`src/rtl/ahb_arbiter_rr_if.sv`:
```
// ahb_arbiter_rr_if
// Bundles the AHB arbitration signals seen by the round-robin arbiter.
//   HBUSREQ  per-master bus request
//   HTRANS   muxed transfer type (IDLE/BUSY/NONSEQ/SEQ)
//   HBURST   muxed burst type
//   HREADY   bus ready from the slave mux
//   HGRANT   one-hot grant (arbiter output)
//   HMASTER  address-phase owner index (arbiter output)
//   HMASTERD data-phase owner index (arbiter output)
//   dbg_rem  remaining-beat counter of the current fixed burst (debug)
//   dbg_last round-robin pointer, last winner (debug)
// Handshake: an edge with HREADY=1 accepts the address phase on the bus;
// HREADY=0 stalls everything that depends on it.
interface ahb_arbiter_rr_if #(
  parameter int NUM_MASTER = 2
);
  logic [NUM_MASTER-1:0] HBUSREQ;
  logic [1:0]            HTRANS;
  logic [2:0]            HBURST;
  logic                  HREADY;
  logic [NUM_MASTER-1:0] HGRANT;
  logic [2:0]            HMASTER;
  logic [2:0]            HMASTERD;
  logic [4:0]            dbg_rem;
  logic [2:0]            dbg_last;

  // Bus side: drives requests and the muxed address-phase controls.
  modport master (
    output HBUSREQ, HTRANS, HBURST, HREADY,
    input  HGRANT, HMASTER, HMASTERD, dbg_rem, dbg_last
  );

  // Arbiter side.
  modport slave (
    input  HBUSREQ, HTRANS, HBURST, HREADY,
    output HGRANT, HMASTER, HMASTERD, dbg_rem, dbg_last
  );
endinterface

```
`src/rtl/ahb_arbiter_rr.sv`:
```
// ahb_arbiter_rr
// AHB bus arbiter with rotating (or fixed) priority. Fixed-length bursts
// are never broken, and the grant moves while the second-to-last burst
// address is accepted so the next owner can drive NONSEQ with no gap.
// Ports:
//   HCLK    bus clock, all state changes on the rising edge
//   HRESET  synchronous active-high reset
//   bus     ahb_arbiter_rr_if.slave (requests, HTRANS/HBURST/HREADY in;
//           HGRANT/HMASTER/HMASTERD and debug state out)
module ahb_arbiter_rr #(
  parameter int NUM_MASTER     = 2,
  parameter int DEFAULT_MASTER = 0,
  parameter int ROUND_ROBIN    = 1
) (
  input logic            HCLK,
  input logic            HRESET,
  ahb_arbiter_rr_if.slave bus
);

  localparam logic [1:0] TR_NONSEQ = 2'd2;
  localparam logic [1:0] TR_SEQ    = 2'd3;
  localparam logic [2:0] DFLT      = 3'(DEFAULT_MASTER);
  localparam logic [NUM_MASTER-1:0] DFLT_OH = NUM_MASTER'(1) << DEFAULT_MASTER;

  logic [NUM_MASTER-1:0] grant_q;
  logic [2:0]            hmaster_q;
  logic [2:0]            hmasterd_q;
  logic [4:0]            rem_q;
  logic [2:0]            last_q;

  logic [4:0] rem_next;
  logic [4:0] burst_len_m1;
  logic       arb_ok;
  logic [2:0] winner;
  logic       found;
  logic [3:0] cand;
  logic [2:0] grant_idx;

  // Beats left after a NONSEQ of a fixed burst; SINGLE/INCR are unbounded
  // from the arbiter's point of view and never protect the grant.
  always_comb begin
    burst_len_m1 = 5'd0;
    case (bus.HBURST)
      3'd2, 3'd3: burst_len_m1 = 5'd3;
      3'd4, 3'd5: burst_len_m1 = 5'd7;
      3'd6, 3'd7: burst_len_m1 = 5'd15;
      default:    burst_len_m1 = 5'd0;
    endcase
  end

  always_comb begin
    rem_next = rem_q;
    if (bus.HREADY) begin
      if (bus.HTRANS == TR_NONSEQ) begin
        rem_next = burst_len_m1;
      end else if (bus.HTRANS == TR_SEQ && rem_q != 5'd0) begin
        rem_next = rem_q - 5'd1;
      end
    end
  end

  // Arbitrate once at most one beat remains after this edge: the last
  // address is then the next one on the bus and the new owner follows it.
  assign arb_ok = bus.HREADY && (rem_next <= 5'd1);

  // Winner selection. Rotating: scan last+1, last+2, ... with last itself
  // scanned last. Fixed: lowest requesting index.
  always_comb begin
    winner = DFLT;
    found  = 1'b0;
    cand   = 4'd0;
    if (ROUND_ROBIN != 0) begin
      for (int i = 1; i <= NUM_MASTER; i++) begin
        cand = {1'b0, last_q} + 4'(i);
        if (cand >= 4'(NUM_MASTER)) cand = cand - 4'(NUM_MASTER);
        for (int j = 0; j < NUM_MASTER; j++) begin
          if (!found && cand == 4'(j) && bus.HBUSREQ[j]) begin
            found  = 1'b1;
            winner = 3'(j);
          end
        end
      end
    end else begin
      for (int j = NUM_MASTER - 1; j >= 0; j--) begin
        if (bus.HBUSREQ[j]) begin
          found  = 1'b1;
          winner = 3'(j);
        end
      end
    end
  end

  always_comb begin
    grant_idx = 3'd0;
    for (int j = 0; j < NUM_MASTER; j++) begin
      if (grant_q[j]) grant_idx = 3'(j);
    end
  end

  always_ff @(posedge HCLK) begin
    if (HRESET) begin
      grant_q    <= DFLT_OH;
      hmaster_q  <= DFLT;
      hmasterd_q <= DFLT;
      rem_q      <= 5'd0;
      last_q     <= DFLT;
    end else begin
      rem_q <= rem_next;
      if (bus.HREADY) begin
        hmaster_q  <= grant_idx;
        hmasterd_q <= hmaster_q;
      end
      if (arb_ok) begin
        if (found) begin
          grant_q <= NUM_MASTER'(1) << winner;
          last_q  <= winner;
        end else begin
          grant_q <= DFLT_OH;
        end
      end
    end
  end

  assign bus.HGRANT   = grant_q;
  assign bus.HMASTER  = hmaster_q;
  assign bus.HMASTERD = hmasterd_q;
  assign bus.dbg_rem  = rem_q;
  assign bus.dbg_last = last_q;

endmodule

```
`src/flat_wrapper.sv`:
```
// flat-port wrapper written by rule: the top's interface ports become plain ports
module ahb_arbiter_rr_flat 
#(
  parameter int NUM_MASTER     = 2,
  parameter int DEFAULT_MASTER = 0,
  parameter int ROUND_ROBIN    = 1
)
  (HCLK, HRESET, bus_HBUSREQ, bus_HTRANS, bus_HBURST, bus_HREADY, bus_HGRANT, bus_HMASTER, bus_HMASTERD, bus_dbg_rem, bus_dbg_last);
  ahb_arbiter_rr_if #(.NUM_MASTER(NUM_MASTER)) bus_i ();
  input logic HCLK;
  input logic HRESET;
  input wire logic [$bits(bus_i.HBUSREQ)-1:0] bus_HBUSREQ;
  input wire logic [$bits(bus_i.HTRANS)-1:0] bus_HTRANS;
  input wire logic [$bits(bus_i.HBURST)-1:0] bus_HBURST;
  input wire logic [$bits(bus_i.HREADY)-1:0] bus_HREADY;
  output wire logic [$bits(bus_i.HGRANT)-1:0] bus_HGRANT;
  output wire logic [$bits(bus_i.HMASTER)-1:0] bus_HMASTER;
  output wire logic [$bits(bus_i.HMASTERD)-1:0] bus_HMASTERD;
  output wire logic [$bits(bus_i.dbg_rem)-1:0] bus_dbg_rem;
  output wire logic [$bits(bus_i.dbg_last)-1:0] bus_dbg_last;
  assign bus_i.HBUSREQ = bus_HBUSREQ;
  assign bus_i.HTRANS = bus_HTRANS;
  assign bus_i.HBURST = bus_HBURST;
  assign bus_i.HREADY = bus_HREADY;
  assign bus_HGRANT = bus_i.HGRANT;
  assign bus_HMASTER = bus_i.HMASTER;
  assign bus_HMASTERD = bus_i.HMASTERD;
  assign bus_dbg_rem = bus_i.dbg_rem;
  assign bus_dbg_last = bus_i.dbg_last;
  ahb_arbiter_rr #(.NUM_MASTER(NUM_MASTER), .DEFAULT_MASTER(DEFAULT_MASTER), .ROUND_ROBIN(ROUND_ROBIN)) u_core (.HCLK(HCLK), .HRESET(HRESET), .bus(bus_i));
endmodule
```
`config.mk`:
```
export PLATFORM = sky130hd
export DESIGN_NAME = ahb_arbiter_rr_flat
export DESIGN_NICKNAME = d
export VERILOG_FILES = /design/src/rtl/ahb_arbiter_rr_if.sv /design/src/rtl/ahb_arbiter_rr.sv /design/src/flat_wrapper.sv
export SDC_FILE = /design/constraint.sdc
export NUM_CORES = 1
export LEC_CHECK = 0
export CORE_ASPECT_RATIO = 0.5
export CORE_MARGIN = 4
export CORE_UTILIZATION = 25
export DETAILED_ROUTE_END_ITERATION = 7
export GPL_TIMING_DRIVEN = 0
export PLACE_DENSITY = 0.47
export SLEW_MARGIN = 25
export SYNTH_ARGS = -nofsm -noshare
export SYNTH_HDL_FRONTEND = slang
export SYNTH_SLANG_ARGS = --single-unit
```
`constraint.sdc`:
```
create_clock -name HCLK -period 3.7 [get_ports HCLK]
set_input_delay 0.74 -clock HCLK [delete_from_list [all_inputs] [get_ports HCLK]]
set_output_delay 0.74 -clock HCLK [all_outputs]
set_load 0.01 [all_outputs]
```
After elaboration in Yosys (flattened, before gate mapping)
Cells that the tools add are included.

storage, ports and cells
  register bits = 16
  input bits = 10
  output and inout bits = 16

operators by class
  $add $sub $neg = 5
  magnitude comparators = 3
  equality and inequality tests = 10
  shift operators = 1
  mux-type cells = 15
  reduce and logical (&&, ||, !) cells = 19

operators by type and width
  operator               number
  $mux W5                3
  $eq A3 B3 Y1 const B   4
  $pmux W4 S3            1
  $logic_and A1 B1 Y1    9
  $eq A4 B1 Y1 const B   2
  $ge A4 B2 Y1 const B   2
  $logic_not A4 Y1       2
  $mux W1                8
  $mux W4                2
  $sub A4 B2 Y4 const B  2
  $eq A3 B2 Y1 const B   2
  $reduce_or A2 Y1       3
  $le A5 B1 Y1 const B   1
  $reduce_bool A5 Y1     1
  $sub A5 B1 Y5 const B  1
  $add A3 B1 Y4 const B  1
  $add A3 B2 Y4 const B  1
  $eq A2 B2 Y1 const B   2
  $logic_not A1 Y1       3
  $mux W2                1
  $reduce_and A2 Y1      1
  $shl A1 B1 Y2 const A  1

Logic depth before layout (Yosys ltp)
Gate-level depths: netlist of run 1.

  depth in word-level cells = 20
  mapped depth = 7
  depth with buffers taken out = 7

Worst setup path after synthesis of run 1
Ideal clock, no wire load.

  kind = input-to-reg
  start point = input bus_HTRANS[0]
  end point = register u_core.grant_q[0], in the netlist u_core.bus.HGRANT[0]
  library setup time = 121 ps
  data arrival time = 1,953 ps
  slack = 1,626 ps
  cell stages on the path = 5
  buffers on the path = 0
  path through = nand2_1 -> o311ai_0 -> nand3_1 -> nor3b_4 -> mux2_4

on the way
  cells in the longest elaborated chain, start to end = 7

RTL lines
  item                    RTL line               RTL
  start: declaration      flat_wrapper.sv:13     input wire logic [$bits(bus_i.HTRANS)-1:0] bus_HTRANS;
  $eq A2 B2 Y1            ahb_arbiter_rr.sv:56   end else if (bus.HTRANS == TR_SEQ && rem_q != 5'd0) begin
  $logic_and A1 B1 Y1     ahb_arbiter_rr.sv:56
  $mux W5                 ahb_arbiter_rr.sv:56
  $mux W5 *               ahb_arbiter_rr.sv:54   if (bus.HTRANS == TR_NONSEQ) begin
  $mux W5 *               ahb_arbiter_rr.sv:53   if (bus.HREADY) begin
  $le A5 B1 Y1 *          ahb_arbiter_rr.sv:64   assign arb_ok = bus.HREADY && (rem_next <= 5'd1);
  $logic_and A1 B1 Y1 *   ahb_arbiter_rr.sv:64
  end signal: assignment  ahb_arbiter_rr.sv:115  grant_q <= NUM_MASTER'(1) << winner;
  end: declaration        ahb_arbiter_rr.sv:25   logic [NUM_MASTER-1:0] grant_q;

Mark *: on every way between the ends. The rest lies on a longest branch, timed or not.
A chain may end at the register's enable or synchronous reset.

Final worst setup path of run 1
  start point = input bus_HTRANS[1]
  end point = register u_core.grant_q[0], in the netlist u_core.bus.HGRANT[0]

Same word-level chain as after synthesis.

==> results of run 1 <==
cell families after synthesis:
group	count (synthesis)	synth area share [%]
fa+ha+maj	1	1.84
simple gates	33	31.1
flops	10	29.5
mux	5	8.29
buf+inv	14	13.3
other cells	1	0.552
compound gates	14	15.5
path summary, 6_finish.rpt:
check | to | cells after the start | slack [ns]
worst min register to register | u_core.bus.HGRANT[1] | 2 | 0.49
worst min-delay path | u_core.bus.HGRANT[1] | 2 | 0.49
worst max register to register | u_core.bus.HGRANT[0] | 7 | 1.49
worst max-delay path | u_core.bus.HGRANT[0] | 6 | 0.93
report_power, final:
part           total (mW)  switching [mW]  internal (mW)
clock network       0.108          0.0375         0.0708
logic              0.0937          0.0418         0.0520
registers           0.125         0.00915          0.116
total               0.327          0.0884          0.239
area by class of cell:
class	count	area share, %
Timing Repair Buffer	17	17.8
Clock buffer	3	4.32
Buffer	8	7.07
Tap cell	37	4.84
Sequential cell	10	20.9
Multi-Input combinational cell	59	42.7
Inverter	6	2.36
state kept, by name, indices dropped and copies added, names as in the netlist:
signal / count
u_core.bus.dbg_rem: 5
u_core.bus.HGRANT: 2
u_core.bus.HMASTERD: 1
u_core.bus.HMASTER: 1
u_core.bus.dbg_last: 1
routing by layer:
layer	share of wire [%]	global-route usage [%]
met5	0	0
met2	46	15.9
met1	46	11.2
met4	0.98	3.97
met3	6.4	2.19
tightest hold or removal path: cells and delay by family (launching register included):
family | cells | cell delay (ns)
flip-flops | 1 | 0.32
multiplexers | 1 | 0.06
AND/OR/NAND/NOR | 1 | 0.06
metrics by stage:
stage	cells	total power, mW
2_1_floorplan	83	0.185
3_3_place_gp	137	0.219
3_5_place_dp	137	0.220
4_1_cts	140	0.331
5_1_grt	140	0.345
6_report	140	0.327
synth_stat cells:
cell type / instances
mux2_4: 1
a211o_1: 1
nand2b_1: 1
nor4b_4: 1
nand3b_1: 3
mux2_2: 1
a31oi_1: 1
o311ai_0: 1
a211oi_1: 1
or3_1: 2
dfxtp_1: 10
o32ai_1: 1
buf_4: 6
conb_1: 1
nor3b_4: 1
nand4b_1: 1
ha_1: 1
o21ai_0: 1
nand2_1: 6
and4_4: 1
or2_1: 1
inv_1: 6
nand3_1: 4
nor2b_1: 1
o211ai_1: 5
nor2_1: 7
a311oi_1: 1
o22a_1: 1
or4_1: 1
a21oi_1: 1
buf_6: 2
mux2i_1: 3
nand4_1: 2
or2_2: 1
==> impl_metrics.csv, run 1 <==
group,metric,value,unit
yosys,ys_seq_elements,10,
clocking,clk_pin_slew_worst_paths,0.04,ns
setup_path,cp_cell_sequence,"clkdlybuf4s50_1, nand2_1, o311ai_0, nand3_1, nor3b_4, mux2_4",
cells_and_area,utilization,37.0,%
place,gp_congestion,0.704,
timing,hold_viol,0,
clocking,tritoncts,"built",
timing,min_period,2.77,ns
yosys,syn_area,679,sq um
clocking,clock_latency,0.23,ns
yosys,yosys.area.top_type,"dfxtp_1",
floorplanning,ios,26,
floorplanning,die_area,3670,sq um
timing,worst_slew_pin_slew,0.531,ns
clocking,cts_buffers,3,
grt,grt_max_degree,11,
clocking,cts-root-buf,"clkbuf_8",
grt,antenna_found_initial,0,
setup_path,cp.required,3.82,ns
cells_and_area,area_growth,40.7,%
timing,drv_slew,0,
floorplanning,rows,13,
yosys,synth.avg_cell_area,8.71,sq um
yosys,synth.distinct_cells,34,
clocking,post_cts_buffers,0,
yosys,seq_area_frac_synth,29.5,%
cells_and_area,antennaDiodeCount,0,
drt,wirelength,1630,um
power,p_per_area,342,nW/um^2
place,dpl_cell_area,915,sq um
cells_and_area,multi_input_area,408,sq um
timing,rsz0062_at_grt,"false",
setup_path,start_kind,"input pin",
setup_path,critPathArrivalTime,2.89,ns
timing,holdWs,0.493,ns
setup_path,path_class,"input pin to flop",
drt,drc_errors,0,
cells_and_area,drive_above_1_share,16.5,%
place,port-buffer-count,17,
power,leakagePower,0.377,nW
cells_and_area,seq_area,200,sq um
grt,globalRouteOverflowTotal,0,
drt,vias,636,
timing,max_freq,361,MHz
floorplanning,die_w,81.7,um
clocking,cts_max_level,1,
clocking,clock_path_buffers,2,
floorplanning,die_h,44.9,um
yosys,syn_inst,78,
setup_path,crit_buf_inv,1,
yosys,netlist_top_cells_area,"dfxtp_1 (29%), buf_4 (6.6%), o211ai_1 (5.5%)",
setup_path,critPathLaunch,"bus_HTRANS[1]",
place,preCtsSetupSlack,0.684,ns
clocking,cts_sinks,10,
clocking,cts_repair_resize_count,0,
drt,drt_iter0_markers,33,
setup_path,critPathSlowestCell,"clkdlybuf4s50_1",
run,maxCapViolCount,0,
cells_and_area,layout_commonest_cell,"clkdlybuf4s50_1",
drt,drtAntennaViolNets,0,
cells_and_area,mostFrequentLayoutCells,"clkdlybuf4s50_1 (17), dfxtp_1 (10), nor2_1 (7)",
floorplanning,initial_core_util,26.3,%
clocking,cts.hold.buffers_added,0,
timing,fin_crit_sh,74.9,%
setup_path,endpoint_kind,"flop",
yosys,synth_top_area_share,29.5,%
timing,finalSetupViolCount,0,
cells_and_area,nets,116,
grt,grt_pass1_wl,2610,um
setup_path,r2r-start,"u_core.bus.dbg_rem[1]",
timing,fin_tns_setup,0,ns
timing,relSlewSlack,64.2,%
setup_path,critical_path.max_stage_delay,0.58,ns
setup_path,cp_max_fo,7,
timing,timing.final.ws_setup,0.928,ns
drt,drt_first_pass_iters,4,
cells_and_area,nFillCells,266,
min_path,holdCritStartpoint,"u_core.bus.HGRANT[1]",
grt,grt_use_total,9.25,%
power,peakVddDrop,95.9,uV
min_path,hold_class,"flop to flop",
drt,vias_per_cell,4.54,
drt,post_drt_wl_per_cell,11.7,um
run_status,status,"complete, no violations",
yosys,ys_warn_count,0,
setup_path,path_delay_family,"simple AND/OR/NAND/NOR gates",
cells_and_area,final_cell_area,956,sq um
floorplanning,core_area,2590,sq um
place,dp_hpwl,1290,um
grt,grt_pass1_vias,601,
timing,finClkSkew,0.000438,ns
Power figures use the tool's default switching activity.
==> run 2, diff against run 1 <==
--- a/config.mk
+++ b/config.mk
@@ -10,7 +10,7 @@
 export CORE_UTILIZATION = 25
 export DETAILED_ROUTE_END_ITERATION = 7
 export GPL_TIMING_DRIVEN = 0
-export PLACE_DENSITY = 0.47
+export PLACE_DENSITY = 0.48
 export SLEW_MARGIN = 25
 export SYNTH_ARGS = -nofsm -noshare
 export SYNTH_HDL_FRONTEND = slang
==> constraint.sdc (replaced) <==
create_clock -name HCLK -period 2.5 [get_ports HCLK]
set_input_delay 0.5 -clock HCLK [delete_from_list [all_inputs] [get_ports HCLK]]
set_output_delay 0.5 -clock HCLK [all_outputs]
set_load 0.01 [all_outputs]
==> run 2 against run 1 <==
Against the previous run: first-iteration DRC count increased by 55%; sequential cell count did not move; die area did not move; setup slack got worse by 0.77 ns; global-route usage is 0.36 points lower; sequential power rose by 48%; clock skew hardly changed; critical path type unchanged; highest routed layer unchanged.
==> impl_metrics.csv, run 2 (synthesis results as in run 1) <==
group,metric,value,unit
floorplanning,die_area,3670,sq um
cells_and_area,utilization,37.0,%
clocking,tritoncts,"built",
clocking,post_cts_buffers,0,
timing,fin_crit_sh,93.5,%
drt,drc_errors,0,
drt,vias_per_cell,4.39,
timing,finClkSkew,0.000117,ns
drt,vias,614,
clocking,cts_repair_resize_count,0,
drt,wirelength,1550,um
setup_path,cp.required,2.62,ns
clocking,cts-root-buf,"clkbuf_8",
timing,hold_viol,0,
place,dp_hpwl,1170,um
timing,fin_tns_setup,0,ns
cells_and_area,drive_above_1_share,16.5,%
power,combPwrFrac,28.1,%
cells_and_area,final_cell_area,956,sq um
timing,min_period,2.34,ns
grt,grt_pass1_vias,533,
clocking,cts_max_level,1,
clocking,clock_path_buffers,2,
min_path,hold_class,"input pin to flop",
timing,drv_slew,0,
clocking,cts_sinks,10,
grt,antenna_found_initial,0,
drt,post_drt_wl_per_cell,11.1,um
clocking,cts_buffers,3,
cells_and_area,area_growth,40.7,%
cells_and_area,antennaDiodeCount,0,
setup_path,path_class,"input pin to flop",
power,switchingPower,0.135,mW
setup_path,critPathArrivalTime,2.46,ns
floorplanning,ios,26,
setup_path,start_kind,"input pin",
run,maxCapViolCount,0,
clocking,clock_latency,0.23,ns
power,p_per_area,511,nW/um^2
run_status,status,"complete, no violations",
drt,drt_iter0_markers,51,
floorplanning,die_w,81.7,um
setup_path,reg2reg_setup_slack,0.33,ns
power,leakagePower,0.377,nW
power,swShare,27.6,%
timing,finalSetupViolCount,0,
setup_path,cp_max_fo,7,
place,gp_congestion,0.737,
cells_and_area,layout_commonest_cell,"clkdlybuf4s50_1",
grt,grtUsageMet3,2.99,%
drt,drt_first_pass_iters,4,
clocking,clk_pin_slew_worst_paths,0.05,ns
power,internal_power,0.353,mW
place,port-buffer-count,17,
grt,globalRouteOverflowTotal,0,
drt,drtAntennaViolNets,0,
floorplanning,rows,13,
floorplanning,die_h,44.9,um
cells_and_area,mostFrequentLayoutCells,"clkdlybuf4s50_1 (17), dfxtp_1 (10), nor2_1 (7)",
cells_and_area,largest_register_ffs,5,
cells_and_area,nFillCells,274,
grt,busiest_layer,"met2",
floorplanning,initial_core_util,26.3,%
grt,grt_util_met1,12.0,%
timing,rsz0062_at_grt,"false",
power,p_clk_share,34.1,%
cells_and_area,nets,116,
grt,grt_use_total,8.89,%
power,seqPwrFrac,37.8,%
floorplanning,core_area,2590,sq um
setup_path,endpoint_kind,"flop",
clocking,cts.hold.buffers_added,0,
power,peakVddDrop,192,uV
grt,grt_max_degree,11,
timing,max_freq,428,MHz
grt,use_met2,12.8,%
place,dpl_cell_area,915,sq um
grt,grt_pass1_wl,2390,um
[run 2: changes by cell type in the layout (fill, tap and decap cells not counted)]
cell	change
o311ai_0	-1
o311ai_1	+1
[run 2: layout make-up]
| class | instances | area, sq um | area share [%] |
|---|---|---|---|
| inverters | 6 | 22.5 | 2.36 |
| plain buffers | 8 | 67.6 | 7.07 |
| clock buffers | 3 | 41.3 | 4.32 |
| well taps | 37 | 46.3 | 4.84 |
| multi-input cells | 59 | 408 | 42.7 |
| flip-flops and latches | 10 | 200 | 20.9 |
| repair buffers | 17 | 170 | 17.8 |
[run 2: through the flow]
stage | instances | hold slack (ns) | worst slack, ns | power [mW]
after detailed placement | 137 | 0.474 | -0.160 | 0.324
after CTS | 140 | 0.467 | 0.0400 | 0.495
after floorplan | 83 | 0.491 | 0.431 | 0.274
after global routing | 140 | 0.464 | 0.0771 | 0.518
after global placement | 137 | 0.471 | -0.298 | 0.327
final | 140 | 0.474 | 0.161 | 0.488
[run 2: power groups by stage]
stage / logic [mW] / clock network (mW) / registers [mW]
global placement: 0.139 / 0 / 0.188
finish: 0.137 / 0.167 / 0.185
detailed placement: 0.136 / 0 / 0.188
CTS: 0.137 / 0.173 / 0.185
floorplan: 0.0831 / 0 / 0.190
global route: 0.149 / 0.182 / 0.187
[run 2: final timing paths]
path,startpoint,to,cells after the start
setup / recovery,bus_HTRANS[1],u_core.bus.HGRANT[0],6
hold / removal,HRESET,u_core.bus.dbg_rem[0],2
setup reg to reg,u_core.bus.dbg_rem[1],u_core.bus.HGRANT[0],7
hold reg to reg,u_core.bus.HGRANT[1],u_core.bus.HGRANT[1],2
[run 2: worst max-delay path, cell delays in order]
cell,delay (ns)
clkdlybuf4s50_1,0.58
nand2_1,0.19
o311ai_1,0.35
nand3_1,0.23
nor3b_4,0.28
mux2_4,0.32
[run 2: metal layers]
metal	wire (um)	up-vias
li1	-	325
met1	818	271
met2	650	16
met3	63	2
met4	16	0
met5	0	-
==> run 3, diff against run 2 <==
--- a/config.mk
+++ b/config.mk
@@ -5,11 +5,13 @@
 export SDC_FILE = /design/constraint.sdc
 export NUM_CORES = 1
 export LEC_CHECK = 0
+export ABC_CLOCK_PERIOD_IN_PS = 2500
 export CORE_ASPECT_RATIO = 0.5
 export CORE_MARGIN = 4
 export CORE_UTILIZATION = 25
 export DETAILED_ROUTE_END_ITERATION = 7
 export GPL_TIMING_DRIVEN = 0
+export MAX_ROUTING_LAYER = met4
 export PLACE_DENSITY = 0.48
 export SLEW_MARGIN = 25
 export SYNTH_ARGS = -nofsm -noshare
==> run 3 against run 2 <==
Against the previous run: design area is the same; clock power is essentially flat; sequential share of layout area is the same; clock skew is essentially flat; combinational power about the same; critical endpoint unchanged; fmax about the same; sequential power about the same; sequential cell count is the same; highest routed layer unchanged; count of clock-buffer cells in the layout did not move.
==> impl_metrics.csv, run 3 (synthesis results as in run 1) <==
group,metric,value,unit
run_status,status,"complete, no violations",
drt,wirelength,1550,um
clocking,post_cts_buffers,0,
timing,finalSetupViolCount,0,
grt,antenna_found_initial,0,
run,maxCapViolCount,0,
cells_and_area,largest_register_ffs,5,
timing,timing.final.ws_setup,0.161,ns
setup_path,critPathSlowestCell,"clkdlybuf4s50_1",
floorplanning,die_h,44.9,um
cells_and_area,nets,116,
clocking,cts_buffers,3,
place,preCtsSetupSlack,-0.160,ns
timing,finClkSkew,0.000133,ns
drt,drt_iter0_markers,51,
drt,drtAntennaViolNets,0,
cells_and_area,layout_commonest_cell,"clkdlybuf4s50_1",
setup_path,cp.required,2.62,ns
setup_path,path_class,"input pin to flop",
timing,hold_viol,0,
grt,grtUsageMet3,2.99,%
clocking,tritoncts,"built",
grt,globalRouteOverflowTotal,0,
clocking,cts-root-buf,"clkbuf_8",
cells_and_area,antennaDiodeCount,0,
clocking,cts_max_level,1,
drt,drt_first_pass_iters,4,
power,p_total,0.488,mW
clocking,cts_sinks,10,
place,port-buffer-count,17,
setup_path,cp_cell_sequence,"clkdlybuf4s50_1, nand2_1, o311ai_1, nand3_1, nor3b_4, mux2_4",
power,peakVddDrop,192,uV
drt,vias_per_cell,4.39,
timing,min_period,2.34,ns
cells_and_area,drive_above_1_share,16.5,%
grt,grt_max_degree,11,
setup_path,start_kind,"input pin",
clocking,clock_latency,0.23,ns
cells_and_area,area_growth,40.7,%
min_path,holdCritStartpoint,"HRESET",
timing,rsz0062_at_grt,"false",
power,p_per_area,511,nW/um^2
drt,drc_errors,0,
place,gp_congestion,0.746,
timing,fin_crit_sh,93.6,%
floorplanning,ios,26,
grt,grt_pass1_vias,537,
floorplanning,core_area,2590,sq um
grt,grt_util_met1,12.0,%
clocking,cts_repair_resize_count,0,
timing,max_freq,428,MHz
grt,grt_pass1_wl,2390,um
timing,holdWs,0.474,ns
timing,drv_slew,0,
timing,fin_tns_setup,0,ns
floorplanning,rows,13,
place,dp_hpwl,1170,um
power,leakagePower,0.377,nW
grt,use_met2,12.8,%
floorplanning,die_area,3670,sq um
clocking,clk_pin_slew_worst_paths,0.05,ns
floorplanning,die_w,81.7,um
floorplanning,initial_core_util,26.3,%
setup_path,critical_path.max_stage_delay,0.58,ns
grt,busiest_layer,"met2",
grt,grt_use_total,9.17,%
place,dpl_cell_area,915,sq um
setup_path,r2r-start,"u_core.bus.dbg_rem[1]",
cells_and_area,final_cell_area,956,sq um
cells_and_area,mostFrequentLayoutCells,"clkdlybuf4s50_1 (17), dfxtp_1 (10), nor2_1 (7)",
clocking,clock_path_buffers,2,
cells_and_area,nFillCells,274,
min_path,hold-path-cell-count,2,
setup_path,reg2reg_depth,7,
min_path,hold_class,"input pin to flop",
drt,post_drt_wl_per_cell,11.1,um
min_path,worstHoldEndpoint,"u_core.bus.dbg_rem[0]",
setup_path,critPathArrivalTime,2.46,ns
setup_path,endpoint_kind,"flop",
setup_path,cp_max_fo,7,
drt,vias,614,
setup_path,reg2reg_setup_slack,0.33,ns
clocking,cts.hold.buffers_added,0,
setup_path,r2r-end,"u_core.bus.HGRANT[0]",
==> run 3: cell counts in the layout (fill, tap and decap cells not counted) <==
Identical to the previous run, type by type.
==> run 3: metal layers <==
layer  routed length, um  up-vias
met1                 818      271
met4                  16        0
met2                 651       16
met5                   0        -
met3                  63        2
li1                    -      325
==> run 3: area by class of cell <==
class,instances,area [sq um],share of cell area (%)
plain buffers,8,67.6,7.07
clock buffers,3,41.3,4.32
inverters,6,22.5,2.36
multi-input cells,59,408,42.7
flip-flops and latches,10,200,20.9
well taps,37,46.3,4.84
repair buffers,17,170,17.8
==> run 3: metrics by stage <==
step,instances,util [%]
floorplan,83,-
global placement,137,35.4
detailed placement,137,35.4
CTS,140,37.0
global route,140,37.0
finish,140,37.0
==> run 3: where the power goes <==
part           switching, mW  internal [mW]
combinational         0.0603         0.0768
sequential            0.0134          0.171
clock                 0.0611          0.105
==> run 3: worst max-delay path, delay by kind of cell <==
| kind | cells | cell delay [ns] |
|---|---|---|
| buffers and inverters | 1 | 0.58 |
| multiplexers | 1 | 0.32 |
| AO/OA/AOI/OAI | 1 | 0.35 |
| AND/OR/NAND/NOR | 3 | 0.70 |
==> run 3: worst max path at each step <==
stage / startpoint / endpoint / slack (ns) / depth (start not counted)
final: bus_HTRANS[1] / u_core.bus.HGRANT[0] / 0.16 / 6
after global routing: bus_HTRANS[1] / u_core.bus.HGRANT[0] / 0.08 / 6
after CTS: bus_HTRANS[1] / u_core.bus.HGRANT[0] / 0.04 / 6
after detailed placement: bus_HTRANS[1] / u_core.bus.HGRANT[0] / -0.16 / 6
after global placement: bus_HTRANS[1] / u_core.bus.HGRANT[0] / -0.30 / 6
after floorplan: u_core.bus.dbg_rem[1] / u_core.bus.HGRANT[0] / 0.43 / 7
